$ cat config.mk
export PLATFORM = sky130hd
export DESIGN_NAME = wb_ram_arbiter
export DESIGN_NICKNAME = d
export VERILOG_FILES = /design/src/rtl/wb_ram_arbiter.sv
export SDC_FILE = /design/constraint.sdc
export NUM_CORES = 1
export LEC_CHECK = 0
export ABC_CLOCK_PERIOD_IN_PS = 4900
export CORE_AREA = 10 10 139 141
export CTS_BUF_LIST = sky130_fd_sc_hd__clkbuf_8
export CTS_CLUSTER_DIAMETER = 30
export DETAILED_ROUTE_END_ITERATION = 6
export DIE_AREA = 0 0 149 151
export SLEW_MARGIN = 20
export SYNTH_ARGS = -nofsm -noshare
export SYNTH_HDL_FRONTEND = slang
export SYNTH_SLANG_ARGS = --single-unit
$ cat constraint.sdc
create_clock -name wb_clk -period 4.9 [get_ports wb_clk]
set_clock_uncertainty 0.2 [all_clocks]
set_input_delay 0.735 -clock wb_clk [delete_from_list [all_inputs] [get_ports wb_clk]]
set_output_delay 0.735 -clock wb_clk [all_outputs]
set_load 0.01 [all_outputs]
$ cat src/rtl/wb_ram_arbiter.sv
// Round-robin Wishbone arbiter sharing one SRAM slave between NUM_M masters,
// with a per-transfer watchdog that aborts stalled accesses with err.
module wb_ram_arbiter #(
    parameter int NUM_M   = 3,
    parameter int AW      = 32,
    parameter int DW      = 32,
    parameter int TIMEOUT = 64
) (
    input  logic                  wb_clk,
    input  logic                  wb_rst,
    input  logic [NUM_M*AW-1:0]   m_adr_i,
    input  logic [NUM_M*DW-1:0]   m_dat_i,
    input  logic [NUM_M*DW/8-1:0] m_sel_i,
    input  logic [NUM_M-1:0]      m_we_i,
    input  logic [NUM_M-1:0]      m_cyc_i,
    input  logic [NUM_M-1:0]      m_stb_i,
    input  logic [NUM_M*3-1:0]    m_cti_i,
    input  logic [NUM_M*2-1:0]    m_bte_i,
    output logic [DW-1:0]         m_dat_o,
    output logic [NUM_M-1:0]      m_ack_o,
    output logic [NUM_M-1:0]      m_err_o,
    output logic [NUM_M-1:0]      m_rty_o,
    output logic [AW-1:0]         s_adr_o,
    output logic [DW-1:0]         s_dat_o,
    output logic [DW/8-1:0]       s_sel_o,
    output logic                  s_we_o,
    output logic [2:0]            s_cti_o,
    output logic [1:0]            s_bte_o,
    output logic                  s_cyc_o,
    output logic                  s_stb_o,
    input  logic [DW-1:0]         s_dat_i,
    input  logic                  s_ack_i,
    input  logic                  s_err_i,
    input  logic                  s_rty_i,
    output logic [NUM_M-1:0]      grant_o
);
    localparam int SW = DW / 8;
    localparam int IW = (NUM_M > 1) ? $clog2(NUM_M) : 1;
    localparam int WW = (TIMEOUT > 0) ? $clog2(TIMEOUT + 1) : 1;

    typedef enum logic [1:0] {
        ST_IDLE  = 2'b00,
        ST_BUSY  = 2'b01,
        ST_ABORT = 2'b10
    } state_t;

    state_t           state_r, state_s;
    logic [NUM_M-1:0] grant_r, grant_s;
    logic [IW-1:0]    gidx_r, gidx_s;
    logic [IW-1:0]    last_r, last_s;
    logic             skip_r, skip_s;
    logic [WW-1:0]    wdog_r, wdog_s;
    logic [NUM_M-1:0] req_s;
    logic             pick_vld_s;
    logic [IW-1:0]    pick_idx_s;
    logic             hit_s;
    int               cand_s;
    logic             cyc_g_s, stb_g_s, resp_s, timeout_s;

    function automatic logic [NUM_M-1:0] onehot(input logic [IW-1:0] idx);
        logic [NUM_M-1:0] v;
        v      = '0;
        v[idx] = 1'b1;
        return v;
    endfunction

    assign cyc_g_s = m_cyc_i[gidx_r];
    assign stb_g_s = m_stb_i[gidx_r];
    assign resp_s  = s_ack_i | s_err_i | s_rty_i;
    assign grant_o = grant_r;

    // The master that just released is masked for one arbitration round
    always_comb begin
        req_s = m_cyc_i;
        if (skip_r) req_s = m_cyc_i & ~onehot(last_r);
        else        req_s = m_cyc_i;
    end

    // Cyclic scan starting just after the last owner
    always_comb begin
        pick_vld_s = 1'b0;
        pick_idx_s = '0;
        hit_s      = 1'b0;
        cand_s     = 0;
        for (int off = 1; off <= NUM_M; off++) begin
            cand_s     = int'(last_r) + off;
            cand_s     = (cand_s >= NUM_M) ? cand_s - NUM_M : cand_s;
            hit_s      = !pick_vld_s && req_s[cand_s];
            pick_idx_s = hit_s ? IW'(cand_s) : pick_idx_s;
            pick_vld_s = pick_vld_s | hit_s;
        end
    end

    // Watchdog limit; a slave response in the same cycle takes priority
    always_comb begin
        timeout_s = 1'b0;
        if (TIMEOUT > 0)
            timeout_s = (state_r == ST_BUSY) && cyc_g_s && stb_g_s && !resp_s &&
                        (wdog_r == WW'(TIMEOUT));
        else
            timeout_s = 1'b0;
    end

    // Slave-side mux and response routing to the granted master
    always_comb begin
        m_dat_o = s_dat_i;
        m_ack_o = '0;
        m_err_o = '0;
        m_rty_o = '0;
        s_adr_o = '0;
        s_dat_o = '0;
        s_sel_o = '0;
        s_we_o  = 1'b0;
        s_cti_o = 3'b000;
        s_bte_o = 2'b00;
        s_cyc_o = 1'b0;
        s_stb_o = 1'b0;
        case (state_r)
            ST_BUSY: begin
                s_adr_o = m_adr_i[gidx_r*AW +: AW];
                s_dat_o = m_dat_i[gidx_r*DW +: DW];
                s_sel_o = m_sel_i[gidx_r*SW +: SW];
                s_we_o  = m_we_i[gidx_r];
                s_cti_o = m_cti_i[gidx_r*3 +: 3];
                s_bte_o = m_bte_i[gidx_r*2 +: 2];
                s_cyc_o = cyc_g_s & ~timeout_s;
                s_stb_o = stb_g_s & ~timeout_s;
                m_ack_o = s_ack_i ? grant_r : '0;
                m_rty_o = s_rty_i ? grant_r : '0;
                m_err_o = (s_err_i | timeout_s) ? grant_r : '0;
            end
            ST_IDLE:  begin end
            ST_ABORT: begin end
            default:  begin end
        endcase
    end

    // Next-state: arbitration, grant hold/release and watchdog count
    always_comb begin
        state_s = state_r;
        grant_s = grant_r;
        gidx_s  = gidx_r;
        last_s  = last_r;
        skip_s  = skip_r;
        wdog_s  = '0;
        case (state_r)
            ST_IDLE: begin
                skip_s = 1'b0;
                if (pick_vld_s) begin
                    grant_s = onehot(pick_idx_s);
                    gidx_s  = pick_idx_s;
                    state_s = ST_BUSY;
                end else begin
                    state_s = ST_IDLE;
                end
            end
            ST_BUSY: begin
                if (!cyc_g_s) begin
                    last_s  = gidx_r;
                    grant_s = '0;
                    skip_s  = 1'b1;
                    state_s = ST_IDLE;
                end else if (timeout_s) begin
                    state_s = ST_ABORT;
                end else if (stb_g_s && !resp_s) begin
                    wdog_s = wdog_r + WW'(1);
                end else begin
                    wdog_s = '0;
                end
            end
            ST_ABORT: begin
                if (!cyc_g_s) begin
                    last_s  = gidx_r;
                    grant_s = '0;
                    skip_s  = 1'b1;
                    state_s = ST_IDLE;
                end else begin
                    state_s = ST_ABORT;
                end
            end
            default: begin
                grant_s = '0;
                state_s = ST_IDLE;
            end
        endcase
    end

    // State registers with synchronous reset
    always_ff @(posedge wb_clk) begin
        if (wb_rst) begin
            state_r <= ST_IDLE;
            grant_r <= '0;
            gidx_r  <= '0;
            last_r  <= IW'(NUM_M - 1);
            skip_r  <= 1'b0;
            wdog_r  <= '0;
        end else begin
            state_r <= state_s;
            grant_r <= grant_s;
            gidx_r  <= gidx_s;
            last_r  <= last_s;
            skip_r  <= skip_s;
            wdog_r  <= wdog_s;
        end
    end
endmodule

==> summary.md, run 1 <==
The run finished with clean final reports. Adding up every negative setup slack in the final design gives 0 ns. The run gives 1,043 as the layout net count.

In the final routed layout, each cell accounts on average for 18.5 microns. Post-CTS repair changed the size of 0 cells. In this run the power density over the cells is 321 mW/mm^2.

The worst hold path begins at wdog_r[0]$_SDFF_PP0_. The tools report the final worst hold slack as 0.261 ns. Category of the worst setup path capture point: an output pin. The final layout contains routed wiring with a total length of 18,300 microns. In this run, CTS created clock tree buffers numbering 3. The ratio of routed vias to standard cells works out to 4.41. The overall die area came out at 0.0225 sq mm. Pin count of the biggest net entering global routing: 51. The run gives 0.390 as the share of the core filled with cells.

The via count is 4,349. The setup path with the least slack is of type flip-flop to output pin. Clock tree synthesis found a total of 17 sinks. The minimum setup slack among reg-to-reg paths came out at 2.34 ns. The clock transition at the register clock pins on the worst setup and hold paths after CTS is 0.07 ns, and the depth of the worst hold-timing path is 1. The placement row count was 47; the sum of net half-perimeters after detailed placement was 15,500 microns. The max-capacitance violation count is 0, and the starting density of the core is 0.197.

In this run the worst hold path is classified as flip-flop to flip-flop. Endpoint of the lowest-slack register-to-register path: grant_o[2]$_SDFFE_PP0P_. Post-synthesis register bit count: 17. The average footprint of a synthesized cell is 6.44 sq um. The placed instances occupy a cell area of 0.00638 sq mm.

The run gives 0.834 as the placer congestion estimate. In this run the tool buffered the top-level ports with 320 buffer cells. Yosys mapped a number of flops with a built-in enable equal to 0. The measured slew at the worst slew-check pin is 0.893 ns, and the worst voltage drop across the vdd grid is 0.154 mV.

The number of nets handed over by synthesis was 779. The x dimension of the die came out at 149 microns. The clock root buffer master is sky130_fd_sc_hd__clkbuf_8.

The first routing iteration left 173 violations. The repair_antennas step left the layout with diodes totalling 0. The tools report the distinct cell type count after synthesis as 47. The first global-routing pass estimated 25,900 microns of wire.

For the endpoint required time on the critical path, the log shows 3.96 ns. In this run the standard cell core region covers 0.0165 sq mm. TritonCTS built the clock tree. The hold-critical path endpoint is wdog_r[0]$_SDFF_PP0_. The data arrival time of the critical path was 2.96 ns; the final setup violation count was 0. The smallest clock period supported by the final layout is computed as 3.89 ns. The ratio of final minimum period to clock period came out at 0.795. The logs give 0 for the hold violation count in the final report and 257 MHz for the highest attainable clock frequency. For this run, the detailed router's first-pass iteration total came to 4. The number of antenna violations at the first check in global routing was 0. The logs give 0 for the quantity of hold-fixing buffers added after cts and 0 for the number of max-slew violations in the final report. After detailed routing, the number of remaining DRC violations is 0. The mapped netlist covers 0.00325 sq mm.

The critical register-to-register path startpoint was gidx_r[0]$_SDFFE_PP0P_. The count of nets left with antenna violations once routing finished came out at 0. The number of levels the H-tree was split into came out at 1. The standby leakage power is 2.38 nW, and the number of setup buffers added after CTS is 0. For the normalized max-slew margin, the log shows 0.405. The share of synthesized flip-flops with an asynchronous set or reset was 0. Yosys printed 0 warnings. Clock latency on the worst-skew pair, taken at its later pin, is 0.26 ns. The layout cell share with drive strength beyond 1 works out to 0.0274.

The area added between synthesis and finish is 98.1%. Along the worst path, the maximum fanout reaches 50. Most used flip-flop cell after synthesis: sky130_fd_sc_hd__dfxtp_1. Synthesis handed over a netlist of 504 instances. In this run the vertical extent of the chip is 151 microns. The via count of the first global-routing pass is 4,306. The post-synthesis sequential area ratio is 0.105, and the sum of overflow across all layers after global routing is 0.

Setup repair after global routing left no endpoint under its margin. For the final instance area, the log shows 0.00643 sq mm. In this run the deepest clock path goes through 2 buffers.

The run gives 0.143 as the all-layer global routing usage. The worst setup path is launched from a flip-flop. During I/O placement, the number of pins put on the boundary was 385. The number of cells on the worst reg-to-reg path is 6.
## state kept, by name, summed over array words and instances (netlist names)
signal,cells
state_r,2
gidx_r,2
skip_r,1
wdog_r,7
grant_o,3
last_r,2
## cell type report
class	instances	area (sq um)
timing repair buffer	326	3250
multi-input combinational	407	2460
tap	220	275
clock buffer	3	41.3
clock inverter	1	5.00
sequential	17	345
inverter	13	48.8
fill	1733	10000
## report_power, final
part | total (W) | switching (W) | internal (W)
registers | 0.000251 | 0.0000860 | 0.000165
logic | 0.00170 | 0.000839 | 0.000865
clock network | 0.000109 | 0.0000525 | 0.0000566
total | 0.00206 | 0.000977 | 0.00109
## synth_stat cells (3+ instances only)
cell type | number | area share
sky130_fd_sc_hd__a21oi_1 | 82 | 0.13
sky130_fd_sc_hd__and3_1 | 9 | 0.017
sky130_fd_sc_hd__buf_1 | 5 | 0.0058
sky130_fd_sc_hd__buf_2 | 14 | 0.022
sky130_fd_sc_hd__buf_4 | 33 | 0.076
sky130_fd_sc_hd__clkbuf_1 | 15 | 0.017
sky130_fd_sc_hd__dfxtp_1 | 17 | 0.10
sky130_fd_sc_hd__ha_1 | 10 | 0.039
sky130_fd_sc_hd__inv_1 | 13 | 0.015
sky130_fd_sc_hd__mux2i_1 | 76 | 0.23
sky130_fd_sc_hd__nand2_1 | 12 | 0.014
sky130_fd_sc_hd__nand2b_1 | 3 | 0.0058
sky130_fd_sc_hd__nand3_1 | 4 | 0.0062
sky130_fd_sc_hd__nor2_1 | 166 | 0.19
sky130_fd_sc_hd__xnor2_1 | 3 | 0.0081
## cell families (layout without fill, tap and decap cells)
kind of cell	count (synthesis)	after routing	share of synthesized area
adders and majority gates	10	10	0.0386
DFF	17	17	0.105
buffers and inverters	80	343	0.136
and+or+nand+nor	208	208	0.266
muxes	77	77	0.241
xor gates and xnor gates	5	5	0.0135
AOI/OAI and AO/OA	107	107	0.199
## metrics by stage
stage | cells | power (W) | setup WS (ns)
floorplan | 504 | 0.00118 | 2.32
global placement | 983 | 0.00198 | 1.26
detailed placement | 983 | 0.00198 | 1.21
CTS | 987 | 0.00209 | 1.03
global route | 987 | 0.00223 | 0.856
finish | 987 | 0.00206 | 1.01
## worst max-delay path: stages (launching register included)
cell	delay, ns
sky130_fd_sc_hd__dfxtp_4	0.92
sky130_fd_sc_hd__buf_4	0.61
sky130_fd_sc_hd__mux2i_1	0.15
sky130_fd_sc_hd__nor2_1	0.22
sky130_fd_sc_hd__a21oi_1	0.07
sky130_fd_sc_hd__nor2_1	0.10
sky130_fd_sc_hd__clkdlybuf4s50_1	0.55
## layout by cell type, fill, tap and decap left out, drive strengths merged, types with 2 or more instances in the layout
| master | n |
|---|---|
| a21bo | 4 |
| a21oi | 82 |
| a22o | 2 |
| and3 | 9 |
| buf | 6 |
| clkbuf | 3 |
| clkdlybuf4s50 | 320 |
| dfxtp | 17 |
| ha | 10 |
| inv | 13 |
| mux2i | 77 |
| nand2 | 12 |
| nand2b | 3 |
| nand3 | 4 |
| nand4b | 2 |
| nor2 | 166 |
| nor2b | 2 |
| nor3 | 2 |
| o2111ai | 2 |
| o221ai | 2 |
| o22ai | 2 |
| or2 | 2 |
| xnor2 | 3 |
| xor2 | 2 |
## worst max-delay path by stage
stage | startpoint | endpoint | slack [ns] | cells past startpoint
2_1_floorplan | s_err_i | m_err_o[0] | 2.32 | 5
3_3_place_gp | m_cyc_i[1] | m_err_o[2] | 1.26 | 7
3_5_place_dp | m_cyc_i[1] | m_err_o[2] | 1.21 | 7
4_1_cts | gidx_r[0]$_SDFFE_PP0P_ | s_dat_o[22] | 1.03 | 6
5_1_grt | gidx_r[0]$_SDFFE_PP0P_ | s_adr_o[31] | 0.86 | 6
6_report | gidx_r[0]$_SDFFE_PP0P_ | s_dat_o[22] | 1.01 | 6
## layer usage
layer | track usage | part of all wire | wire (microns)
met2 | 0.260 | 0.50 | 9140
met4 | 0.0132 | 0.0073 | 134
met1 | 0.154 | 0.38 | 6900
met5 | 0 | 0 | 0
met3 | 0.0677 | 0.12 | 2120
No activity file was read; power rests on OpenSTA's default activity.
==> run 2: changes to the inputs <==
- ABC_CLOCK_PERIOD_IN_PS: 4900 -> 3650
- CORE_AREA: 10 10 139 141 -> 10 10 140 142
- DIE_AREA: 0 0 149 151 -> 0 0 150 152
- clock period: 4.9 -> 3.65 ns (I/O delays scaled with it)
==> run 2 against run 1 <==
- global-route usage is essentially flat
- sequential share of layout area about the same
- worst setup slack lost 0.65 ns
- routed wire length is 2.9% lower
- non-clock buffer count rose by 2
- critical path type is now input port to output pin
- largest power group unchanged
==> summary.md, run 2 (synthesized netlist as in run 1, its figures left out) <==
The tools report the placer congestion estimate as 0.841 (was 0.834). Setup repair after global routing left no endpoint under its margin. The combinational power share was 0.847 (was 0.825). The biggest fanout along the worst timing path works out to 4 (was 50). The measured slew at the worst slew-check pin is 0.575 ns (was 0.893 ns). The design internal power is 0.00147 W (was 0.00109 W).

The logs give 0.00642 sq mm (was 0.00638 sq mm) for the placed instance area and 0.101 (was 0.122) for the part of the total power dissipated in sequential elements. The tools report the total clock buffers created by CTS as 3 (unchanged). The max-capacitance violation count is 0 (unchanged), and the number of antenna violations at the first check in global routing is 0 (unchanged). The number of levels the H-tree was split into was 1 (unchanged); the post-route setup TNS was 0 ns (unchanged).

Category of the worst setup path capture point: an output pin (unchanged). The run gives 990 (was 983) as the total placed cells including tap cells. Most common cell after layout, fill and taps aside: sky130_fd_sc_hd__clkdlybuf4s50_1 (unchanged). For the number of diodes added for antenna fixing, the log shows 0 (unchanged).

The logs give 0.611 (was 0.405) for the normalized max-slew margin and 0 (unchanged) for the number of max-slew violations in the final report. The logs give 4 (unchanged) for the length of the first detailed-routing pass in iterations and 2 (unchanged) for the buffer levels on the longest clock path. The sum of net half-perimeters after detailed placement is 15,100 microns (was 15,500 microns), and the clock transition at the register clock pins on the worst setup and hold paths after CTS is 0.06 ns (was 0.07 ns). Clock insertion delay at the later pin of the skew report: 0.26 ns (about the same). The tools report the clock root buffer master as sky130_fd_sc_hd__clkbuf_8 (unchanged). The all-layer global routing usage is 0.144 (was 0.143), and the layout cell share with drive strength beyond 1 is 0.0299 (was 0.0274). The number of gates resized after CTS is 0 (unchanged), and the sum of overflow across all layers after global routing is 0 (unchanged). The pin count of the biggest net entering global routing is 74 (was 51), and the height of the die is 152 microns (was 151 microns). The switching power summed over all nets is 0.00132 W (was 0.000977 W), and the number of flip-flops in the largest register is 7 (unchanged). The area added between synthesis and finish was 99.1% (was 98.1%); the areal power density over the cells was 433 mW/mm^2 (was 321 mW/mm^2).

For the worst voltage drop across the vdd grid, the log shows 0.182 mV (was 0.154 mV). The switching part of the total power was 0.473 (was 0.474). The type of the setup path with the least slack was input port to output pin (was flip-flop to output pin). Via count: 4,394 (was 4,349).

The final instance area came out at 0.00646 sq mm (was 0.00643 sq mm). Most used cells in the layout excluding fill and tap cells: sky130_fd_sc_hd__clkdlybuf4s50_1 (320), sky130_fd_sc_hd__nor2_1 (166), sky130_fd_sc_hd__a21oi_1 (82) (unchanged). The share of the core filled with cells was 0.382 (was 0.390). The run gives 0.051 (was 0.053) as the clock network fraction of total power.

The final routed DRC violation total came out at 0 (unchanged). For the number of setup buffers added after CTS, the log shows 0 (unchanged). The first-pass GRT wire length is 26,200 microns (was 25,900 microns). The final setup violation count is 0 (unchanged).

The highest attainable clock frequency was 304 MHz; the ratio of final minimum period to clock period was 0.902. Register with the most flip-flops: wdog_r (unchanged). The endpoint required time on the critical path was 2.90 ns (was 3.96 ns); the overall power of the completed layout was 0.00280 W (was 0.00206 W).

The data arrival time of the critical path is 2.55 ns (was 2.96 ns). The logs give 0.00246 sq mm (unchanged) for the area taken by multi-input logic gates and 385 (unchanged) for the total I/O pin count. The placement row count is 48 (was 47), and the ratio of routed vias to standard cells is 4.42 (was 4.41). The flow ran to the end, and the final reports show no timing, DRC or antenna violations. The run gives 2.40 nW (was 2.38 nW) as the standby leakage power. The x dimension of the die is 150 microns (was 149 microns), and the initial DRC count is 180 (was 173).

The number of routed nets with antenna violations is 0 (unchanged). The run gives 0 (unchanged) as the quantity of hold-fixing buffers added after cts. The overall die area was 0.0228 sq mm (was 0.0225 sq mm).

The run gives 4,408 (was 4,306) as the via count of the first global-routing pass. The minimum period implied by the final worst setup slack came out at 3.29 ns. The nature of the critical path startpoint was an input port (was a flip-flop). TritonCTS built the clock tree. The run gives 17,800 microns (was 18,300 microns) as the final wirelength.

Non-filler instance count after layout: 994 (was 987). Hold violation count in the final report: 0 (unchanged). Starting density of the core: 0.192 (was 0.197). Layout net count: 1,045 (was 1,043). The tools report the area of the core region as 0.0169 sq mm (was 0.0165 sq mm).

The type of the worst min-delay path was flip-flop to flip-flop (unchanged). The number of port buffers came out at 320 (unchanged). The count of fill cells added during filler insertion came out at 1,835 (was 1,733). Register area: 345 sq um (unchanged). The per-cell routed wire length was 17.9 microns (was 18.5 microns); the clock sink total was 17 (unchanged).
run 2: power groups by stage:
stage	clock [W]	combinational (W)	sequential, W
3_3_place_gp	0	0.00240	0.000288
5_1_grt	0.000159	0.00258	0.000289
4_1_cts	0.000149	0.00241	0.000283
6_report	0.000144	0.00237	0.000283
3_5_place_dp	0	0.00241	0.000288
2_1_floorplan	0	0.00133	0.000249
run 2: cell type report:
cell class / count / share of cell area
multi-input cells: 407 / 0.381
flip-flops and latches: 17 / 0.0534
clock inverters: 1 / 0.000774
clock buffers: 3 / 0.00639
well taps: 225 / 0.0436
inverters: 13 / 0.00755
repair buffers: 328 / 0.507
run 2: critical path, cell delays in order:
cell and delay [ns]:
sky130_fd_sc_hd__clkdlybuf4s50_1 0.44, sky130_fd_sc_hd__nor3_1 0.31, sky130_fd_sc_hd__nand4_1 0.16, sky130_fd_sc_hd__nor4_2 0.29, sky130_fd_sc_hd__nor2_1 0.13, sky130_fd_sc_hd__nor2_1 0.12, sky130_fd_sc_hd__clkdlybuf4s50_1 0.55
run 2: path summary, 6_finish.rpt:
kind,slack (ns),cells after the start,to,from
max,0.36,7,m_err_o[0],s_ack_i
min reg2reg,0.26,1,wdog_r[0]$_SDFF_PP0_,wdog_r[0]$_SDFF_PP0_
min,0.26,1,wdog_r[0]$_SDFF_PP0_,wdog_r[0]$_SDFF_PP0_
max reg2reg,1.30,7,grant_o[1]$_SDFFE_PP0P_,last_r[0]$_SDFFE_PP0P_
run 2: per-layer routing:
metal,share of wire,global-route usage,vias up
li1,-,-,2215
met5,0,0,-
met1,0.40,0.168,1946
met2,0.49,0.250,223
met3,0.10,0.0552,10
met4,0.0081,0.0130,0
run 2: through the flow:
stage	hold slack (ns)	setup slack, ns
after floorplan	0.226	1.45
after global placement	0.244	0.348
after detailed placement	0.248	0.319
after CTS	0.263	0.318
after global routing	0.280	0.0945
final	0.259	0.356
==> run 3: changes to the inputs <==
- ABC_CLOCK_PERIOD_IN_PS: 3650 -> 3300
- PLACE_DENSITY: default -> 0.61
- clock period: 3.65 -> 3.3 ns (I/O delays scaled with it)
==> run 3 against run 2 <==
- register-to-register slack worse by 0.37 ns
- routed wire length up 3.3%
- global-route usage is 0.38 points higher
- combinational power grew 12%
- first-iteration DRC count increased by 29%
- cell count rose by 0.30%
- non-clock buffer count rose by 2
- sequential share of layout area hardly changed
- design area increased by 0.91%
- worst hold slack better by 0.0076 ns
- die area stayed put
- worst setup slack got worse by 0.17 ns
==> summary.md, run 3 (synthesized netlist as in run 1, its figures left out) <==
Cell-by-cell listing of the critical path: clkdlybuf4s50_1, mux2i_4, a2bb2oi_4, nor4_2, nor2_1, nor2_1, clkdlybuf4s50_1 (was clkdlybuf4s50_1, nor3_1, nand4_1, nor4_2, nor2_1, nor2_1, clkdlybuf4s50_1). The initial DRC count was 233 (was 180); the minimum period implied by the final worst setup slack was 3.11 ns. Most used cells in the layout excluding fill and tap cells: sky130_fd_sc_hd__clkdlybuf4s50_1 (320), sky130_fd_sc_hd__nor2_1 (166), sky130_fd_sc_hd__a21oi_1 (82) (unchanged). The run gives 0.00311 W (was 0.00280 W) as the overall power of the completed layout.

Measured slew at the worst slew-check pin: 0.529 ns (was 0.575 ns). The nature of the critical path startpoint was an input port (unchanged). Length of the first detailed-routing pass in iterations: 4 (unchanged). The final setup violation count was 0 (unchanged). The logs give 26,800 microns (was 26,200 microns) for the first-pass GRT wire length and 0.25 ns (was 0.26 ns) for the clock insertion delay at the later pin of the skew report. The per-cell routed wire length was 18.4 microns (was 17.9 microns); the maximum cell stage delay along the critical path was 0.55 ns (about the same). The area added between synthesis and finish was 101% (was 99.1%); the final wirelength was 18,300 microns (was 17,800 microns). TritonCTS built the clock tree.

Based on the critical path, the design can be clocked at up to 321 MHz. The overall die area came out at 0.0228 sq mm (unchanged). The number of routed nets with antenna violations came out at 0 (unchanged). The type of the setup path with the least slack was input port to output pin (unchanged).

The worst-path cell with the longest stage delay is sky130_fd_sc_hd__clkdlybuf4s50_1 (unchanged). The logs give 0.189 ns (was 0.356 ns) for the worst setup slack after layout and 1,047 (was 1,045) for the layout net count. The worst voltage drop across the vdd grid was 0.273 mV (was 0.182 mV); the standby leakage power was 2.42 nW (was 2.40 nW). Endpoint required time on the critical path: 2.60 ns (was 2.90 ns). The x dimension of the die was 150 microns (unchanged). The tools report the category of the worst setup path capture point as an output pin (unchanged). The clock transition at the register clock pins on the worst setup and hold paths after CTS is 0.07 ns (was 0.06 ns), and the data arrival time of the critical path is 2.42 ns (was 2.55 ns).

The tools report the via count of the first global-routing pass as 4,328 (was 4,408). The max-capacitance violation count is 0 (unchanged). Areal power density over the cells: 478 mW/mm^2 (was 433 mW/mm^2).

The placement row count was 48 (unchanged). The buffer levels on the longest clock path was 2 (unchanged); the ratio of routed vias to standard cells was 4.40 (was 4.42). For the hold violation count in the final report, the log shows 0 (unchanged). The tools report the post-route setup TNS as 0 ns (unchanged). The tools report the clock root buffer master as sky130_fd_sc_hd__clkbuf_8 (unchanged). The final instance area was 0.00652 sq mm (was 0.00646 sq mm); the starting density of the core was 0.192 (unchanged). The ratio of final minimum period to clock period was 0.943. The number of flip-flops in the largest register was 7 (unchanged); the number of setup buffers added after CTS was 0 (unchanged). The placed instance area was 0.00647 sq mm (was 0.00642 sq mm); the total clock buffers created by CTS was 3 (unchanged).

Normalized max-slew margin: 0.647 (was 0.611). For the sum of net half-perimeters after detailed placement, the log shows 15,800 microns (was 15,100 microns). The tools report the pin count of the biggest net entering global routing as 60 (was 74). The number of port buffers came out at 320 (unchanged).

Register with the most flip-flops: wdog_r (unchanged). The biggest fanout along the worst timing path works out to 4 (unchanged). The most common cell after layout, fill and taps aside was sky130_fd_sc_hd__clkdlybuf4s50_1 (unchanged). The tools report the final routed DRC violation total as 0 (unchanged). Number of antenna violations at the first check in global routing: 0 (unchanged).

The layout cell share with drive strength beyond 1 was 0.0324 (was 0.0299); the via count was 4,385 (was 4,394). The run finished with clean final reports. Setup repair after global routing left no endpoint under its margin. The placer congestion estimate is 0.807 (was 0.841). The quantity of hold-fixing buffers added after cts came out at 0 (unchanged). The run gives 0.0711 ns (was 0.319 ns) as the placement-stage worst setup slack. The run gives 17 (unchanged) as the clock sink total.

The all-layer global routing usage was 0.147 (was 0.144); the number of max-slew violations in the final report was 0 (unchanged). The sum of overflow across all layers after global routing is 0 (unchanged), and the total I/O pin count is 385 (unchanged). The logs give 1 (unchanged) for the number of levels the H-tree was split into and 0.0169 sq mm (unchanged) for the area of the core region. The height of the die was 152 microns (unchanged); the share of the core filled with cells was 0.385 (was 0.382). The type of the worst min-delay path is flip-flop to flip-flop (unchanged).
-- run 3: per-layer routing --
layer,global-route usage,wire length [microns]
met2,0.265,9130
met1,0.164,7000
met4,0.0102,142
met3,0.0621,2060
met5,0,0
-- run 3: per-stage QoR --
| stage | hold slack, ns | instances |
|---|---|---|
| after floorplan | 0.226 | 504 |
| after global placement | 0.245 | 992 |
| after detailed placement | 0.250 | 992 |
| after CTS | 0.274 | 996 |
| after global routing | 0.302 | 996 |
| final | 0.267 | 997 |
-- run 3: where the power goes --
part           internal [W]  switching [W]  total, W
Sequential         0.000245      0.0000672  0.000313
Clock             0.0000826      0.0000727  0.000155
Combinational       0.00133        0.00131   0.00265
Total               0.00166        0.00145   0.00311
-- run 3: final timing paths --
kind / from / endpoint / slack [ns] / depth (start not counted)
max: m_cyc_i[1] / m_err_o[2] / 0.19 / 7
min: wdog_r[0]$_SDFF_PP0_ / wdog_r[0]$_SDFF_PP0_ / 0.27 / 1
min reg2reg: wdog_r[0]$_SDFF_PP0_ / wdog_r[0]$_SDFF_PP0_ / 0.27 / 1
max reg2reg: last_r[0]$_SDFFE_PP0P_ / grant_o[1]$_SDFFE_PP0P_ / 0.93 / 7
-- run 3: repair_timing --
action,CTS,global route
resized for setup,0,1
hold endpoints to repair,0,0
endpoints found under the setup margin,0,3
-- run 3: layout make-up --
| class | instances | area [sq um] |
|---|---|---|
| fillers | 1820 | 10400 |
| clock buffers | 3 | 41.3 |
| flip-flops and latches | 17 | 345 |
| well taps | 225 | 282 |
| clock inverters | 1 | 3.75 |
| repair buffers | 330 | 3330 |
| multi-input cells | 407 | 2470 |
| inverters | 13 | 48.8 |
| diodes | 1 | 2.50 |
-- run 3: critical path, delay by kind of cell --
family                 cells  cell delay [ns]
and+or+nand+nor            3             0.58
muxes                      1             0.10
buffers and inverters      2             1.06
AOI/OAI and AO/OA          1             0.17
